**config.mk**
```make
export PLATFORM = sky130hd
export DESIGN_NAME = alu_op_sequencer
export DESIGN_NICKNAME = d
export VERILOG_FILES = /design/src/rtl/alu_op_sequencer.sv
export SDC_FILE = /design/constraint.sdc
export NUM_CORES = 1
export LEC_CHECK = 0
export CORE_MARGIN = 5
export CORE_UTILIZATION = 47
export DETAILED_ROUTE_END_ITERATION = 16
export PLACE_DENSITY = 0.8
export SKIP_LAST_GASP = 1
export SYNTH_ARGS = -nofsm -noshare
export SYNTH_HDL_FRONTEND = slang
export SYNTH_SLANG_ARGS = --single-unit
export TNS_END_PERCENT = 100
```
**constraint.sdc**
```tcl
create_clock -name clk -period 2.2 [get_ports clk]
set_input_delay 0.33 -clock clk [delete_from_list [all_inputs] [get_ports clk]]
set_output_delay 0.33 -clock clk [all_outputs]
set_load 0.02 [all_outputs]
```
**src/rtl/alu_op_sequencer.sv**
```systemverilog
// Stimulus/capture engine for a registered ALU: sweeps every opcode over three latched
// operands, streams each captured result with its opcode, and sums them into a signature.
module alu_op_sequencer #(
  parameter int DATA_W  = 4,
  parameter int SEL_W   = 3,
  parameter int RET_W   = 5,
  parameter int NUM_OPS = 8,
  parameter int ALU_LAT = 1
) (
  input  logic              clk,
  input  logic              rst_n,
  input  logic              start,
  input  logic [DATA_W-1:0] op_a_in,
  input  logic [DATA_W-1:0] op_b_in,
  input  logic [DATA_W-1:0] op_c_in,
  output logic [DATA_W-1:0] alu_a,
  output logic [DATA_W-1:0] alu_b,
  output logic [DATA_W-1:0] alu_c,
  output logic [SEL_W-1:0]  alu_sel,
  input  logic [RET_W-1:0]  alu_ret,
  output logic              busy,
  output logic              res_valid,
  output logic [SEL_W-1:0]  res_idx,
  output logic [RET_W-1:0]  res_data,
  output logic [RET_W+2:0]  signature,
  output logic              done,
  output logic [2:0]        dbg_state
);

  typedef enum logic [2:0] {
    S_IDLE    = 3'd0,
    S_ISSUE   = 3'd1,
    S_WAIT    = 3'd2,
    S_CAPTURE = 3'd3,
    S_DONE    = 3'd4
  } state_t;

  localparam logic [3:0]       LAT     = 4'(ALU_LAT);
  localparam logic [SEL_W-1:0] LAST_OP = SEL_W'(NUM_OPS - 1);

  state_t     state;
  logic [3:0] wait_cnt;

  assign dbg_state = state;

  // Result stream handshake: res_valid is a one-cycle strobe with no back-pressure; a
  // consumer must take res_idx/res_data in the cycle res_valid is high. done pulses for
  // exactly one cycle, coincident with the last result strobe, and busy drops one cycle later.
  always_ff @(posedge clk or negedge rst_n) begin
    if (!rst_n) begin
      state     <= S_IDLE;
      wait_cnt  <= '0;
      alu_a     <= '0;
      alu_b     <= '0;
      alu_c     <= '0;
      alu_sel   <= '0;
      busy      <= 1'b0;
      res_valid <= 1'b0;
      res_idx   <= '0;
      res_data  <= '0;
      signature <= '0;
      done      <= 1'b0;
    end else begin
      res_valid <= 1'b0;
      done      <= 1'b0;
      case (state)
        S_IDLE: begin
          if (start) begin
            alu_a     <= op_a_in;
            alu_b     <= op_b_in;
            alu_c     <= op_c_in;
            alu_sel   <= '0;
            signature <= '0;
            busy      <= 1'b1;
            state     <= S_ISSUE;
          end
        end
        S_ISSUE: begin
          wait_cnt <= LAT;
          state    <= (ALU_LAT == 0) ? S_CAPTURE : S_WAIT;
        end
        S_WAIT: begin
          // Count holds the remaining wait cycles including the current one.
          wait_cnt <= wait_cnt - 4'd1;
          if (wait_cnt <= 4'd1) begin
            state <= S_CAPTURE;
          end
        end
        S_CAPTURE: begin
          res_data  <= alu_ret;
          res_idx   <= alu_sel;
          res_valid <= 1'b1;
          signature <= signature + (RET_W+3)'(alu_ret);
          if (alu_sel == LAST_OP) begin
            done  <= 1'b1;
            state <= S_DONE;
          end else begin
            alu_sel <= alu_sel + SEL_W'(1);
            state   <= S_ISSUE;
          end
        end
        S_DONE: begin
          busy  <= 1'b0;
          state <= S_IDLE;
        end
        default: begin
          state <= S_IDLE;
        end
      endcase
    end
  end

endmodule
```
==> implementation parameters <==
Parameter                              Value

Placed design
  Final estimated routing congestion in global placement    between 0.8 and 0.9
  Post-placement cell count    307
  Final HPWL from detailed placement    3240 um
  Input/output buffers    56
  Dpl cell area    2540 sq um
  Post-Place Setup Slack    -0.0718 ns

Final layout
  Layout Nets    294
  Final instance area    2650 sq um
  Fraction of layout cells with a size suffix above 1    0.0830
  Number of inserted diodes    0
  Area growth from synthesis to layout    38.4%
  Number of standard cells in the final layout excluding fillers    315

Global route
  Wire length of the first global-routing pass    between 7000 and 8000 um
  Grt total ovfl    0
  Via count of the first global-routing pass    roughly 1700
  Pin count of the biggest net entering global routing    24
  GRT Util Overall    0.182
  Number of antenna violations at the first check in global routing    0

Flow run
  Max-cap violation count    0

Timing
  Min cycle time layout    approximately 2.0 ns
  Unrepaired setup endpoints after global routing    false
  Final hold slack    -0.00661 ns
  Count of endpoints failing hold in the final timing report    11
  Clock skew after layout    0.00435 ns
  Final worst-path setup slack    between 0.2 and 0.25 ns
  Count of pins over their slew limit    0
  Worst max-slew margin expressed relative to the limit    0.663
  Worst Max-Slew Pin Slew    0.505 ns
  Final worst path period share    0.888
  Max Freq    512 MHz
  # setup viols final    0

Route
  Final routed wire length divided by cell count    14.0 um
  Count of TritonRoute iterations in the first routing pass    4
  Total number of vias    between 1500 and 2000
  Starting DRT DRC Count    86
  Count of antenna-violating nets left after detailed routing    0
  Post-route DRC violation count    0
  Post-Route WL    4400 um
  Via-per-instance ratio    5.20

Power
  Sw Ratio    0.408
  Maximum resistive drop on vdd    0.931 mV
  Clk pwr share    0.142
  Power per cell area    1440 nW/um^2
  Leakage dissipation    1.29 nW
  Pint    around 2.3 mW
  Switching power total    1.56 mW
  Sequential group share of total power    0.347
  Logic gate share of total power    0.511

CTS
  Clock tree from TritonCTS    yes
  CTS Sinks    41
  Worst-case clock buffer depth    2
  CTS HTree Levels    2
  Worst-skew pair later-pin latency    0.29 ns
  Hold-fix buffer count after cts    0
  Post-cts repair resize count    0
  CTS root buffer    clkbuf_8
  Number of setup buffers added after CTS    0
  Number of CTS-inserted buffers    5
  Clock slew seen by the registers of the worst setup and hold paths    ~0.080 ns

Synth
  Synth Instances    201
  Avg Inst Size Synth    9.51 sq um
  Number of flops mapped to enable cells by yosys    0
  Syn nets    about 230
  Top cells by area in the synthesized netlist    dfrtp_1, nand2_1, ha_1
  Leading area contributor after synthesis    dfrtp_1
  Cell with the most instances after synthesis    nand2_1
  Predominant post-synthesis flop cell    dfrtp_1
  Summed instance area of the synthesized netlist    roughly 1900 sq um
  Yosys warning count    0
  Share of Yosys cell area claimed by the top area cell type    0.537
  Commonest cells in the netlist    nand2_1, dfrtp_1, nor2_1
  Number of library cell types mapped by synthesis    37
  Total of flip-flops plus latches after synthesis    41
  Fraction of registers with async set/reset    1.00
  Register area share after synthesis    0.537

Worst setup path
  Delay of the slowest critical-path stage    0.44 ns
  Number of buffer and inverter stages on the critical path    2
  Critical setup path kind    input pin to register
  Worst endpoint data arrival time    2.13 ns
  Critical Path Sink Type    register
  CP max stage cell    clkdlybuf4s50_1
  Kind of start point of the critical path    input pin
  Cell Chain, Critical Path    clkdlybuf4s50_1 -> ha_1 -> fa_1 -> buf_4 -> a21o_1 -> a211oi_1 -> o31ai_1
  CP Data Required Time    ~2.4 ns
  CP max FO    3
  Cell family with the largest share of critical-path delay    adder cells

Worst hold path
  Min-Delay Path Class    input pin to asynchronous set/reset pin

Run status
  Violated checks    negative hold slack
  Outcome    complete, but fails checks

Floorplanning
  Row count    23
  Chip height    73.8 um
  Horizontal extent of the die    73.8 um
  Core area    3970 sq um
  Effective utilization at floorplan    0.481
  Die ar.    5440 sq um
  Num ports    57
==> layer usage <==
metal / up-vias / share of wire / GRT usage / wire (um)
li1: 794 / - / - / -
met1: 776 / 0.46 / 0.249 / 2020
met2: 57 / 0.45 / 0.274 / 1990
met3: 11 / 0.067 / 0.0506 / 296
met4: 0 / 0.022 / 0.0704 / 98
met5: - / 0 / 0 / 0
==> flip-flops by register name, summed over array words and instances (netlist names) <==
register,flops
res_data,5
wait_cnt,4
res_idx,3
done,1
alu_a,4
alu_b,4
signature,8
busy,1
res_valid,1
alu_c,4
dbg_state,3
alu_sel,3
==> metrics by stage <==
stage	power [mW]	utilization	hold WS [ns]	TNS [ns]
3_5_place_dp	3.30	0.641	0.338	-0.0964
2_1_floorplan	2.46	-	0.0344	0
5_1_grt	4.12	0.666	0.0355	0
3_3_place_gp	3.24	0.641	0.333	0
4_1_cts	3.85	0.666	0.00613	0
6_report	3.81	0.666	-0.00661	0
==> final cells by class <==
cell class	instances	area, sq um
timing repair buffer	64	616
fill	334	1330
clock buffer	7	96.3
tap	50	62.6
inverter	5	18.8
sequential	41	1030
clock inverter	1	5.00
multi-input combinational	147	822
==> cell usage in the layout, fill, tap and decap left out, drive strengths merged, types with 2 or more instances in the layout <==
cell           instances
nand2                 69
clkdlybuf4s50         55
dfrtp                 41
nor2                  14
o21ai                 10
ha                     9
buf                    9
a21oi                  8
clkbuf                 7
inv                    5
a211oi                 4
mux2i                  3
nand3                  3
and2                   2
a22o                   2
nor4                   2
xnor2                  2
nor3                   2
a21o                   2
==> path summary, 6_finish.rpt <==
kind / end / cells past startpoint / startpoint / slack (ns)
max in group asynchronous: dbg_state[1]$_DFFE_PN0P_ / 2 / rst_n / 1.66
min: wait_cnt[1]$_DFFE_PN0P_ / 1 / rst_n / -0.007
max: signature[4]$_DFFE_PN0P_ / 7 / alu_ret[0] / 0.25
max reg2reg: signature[4]$_DFFE_PN0P_ / 6 / signature[0]$_DFFE_PN0P_ / 0.34
min in group clk: alu_a[1]$_DFFE_PN0P_ / 2 / alu_a[1]$_DFFE_PN0P_ / 0.48
min reg2reg: alu_a[1]$_DFFE_PN0P_ / 2 / alu_a[1]$_DFFE_PN0P_ / 0.48
==> power groups by stage <==
stage	Clock [mW]	Combinational (mW)	Sequential (mW)
2_1_floorplan	0	0.857	1.60
3_3_place_gp	0	1.91	1.33
3_5_place_dp	0	1.96	1.33
4_1_cts	0.558	1.97	1.32
5_1_grt	0.589	2.15	1.38
6_report	0.539	1.95	1.32
==> worst reg2reg max path, cell delays in order (launching register included) <==
cell      delay, ns
dfrtp_1        0.40
ha_1           0.23
fa_1           0.40
buf_4          0.16
a21o_1         0.16
a211oi_1       0.29
o31ai_1        0.11
==> cell families after synthesis <==
family          count (synthesis)  synth area share
xor+xnor                        2           0.00916
compound gates                 32             0.104
mux                             4            0.0236
fa+ha+maj                      10            0.0694
flops                          41             0.537
simple gates                   99             0.224
buf+inv                        13            0.0334
(Power assumes the default switching activity.)
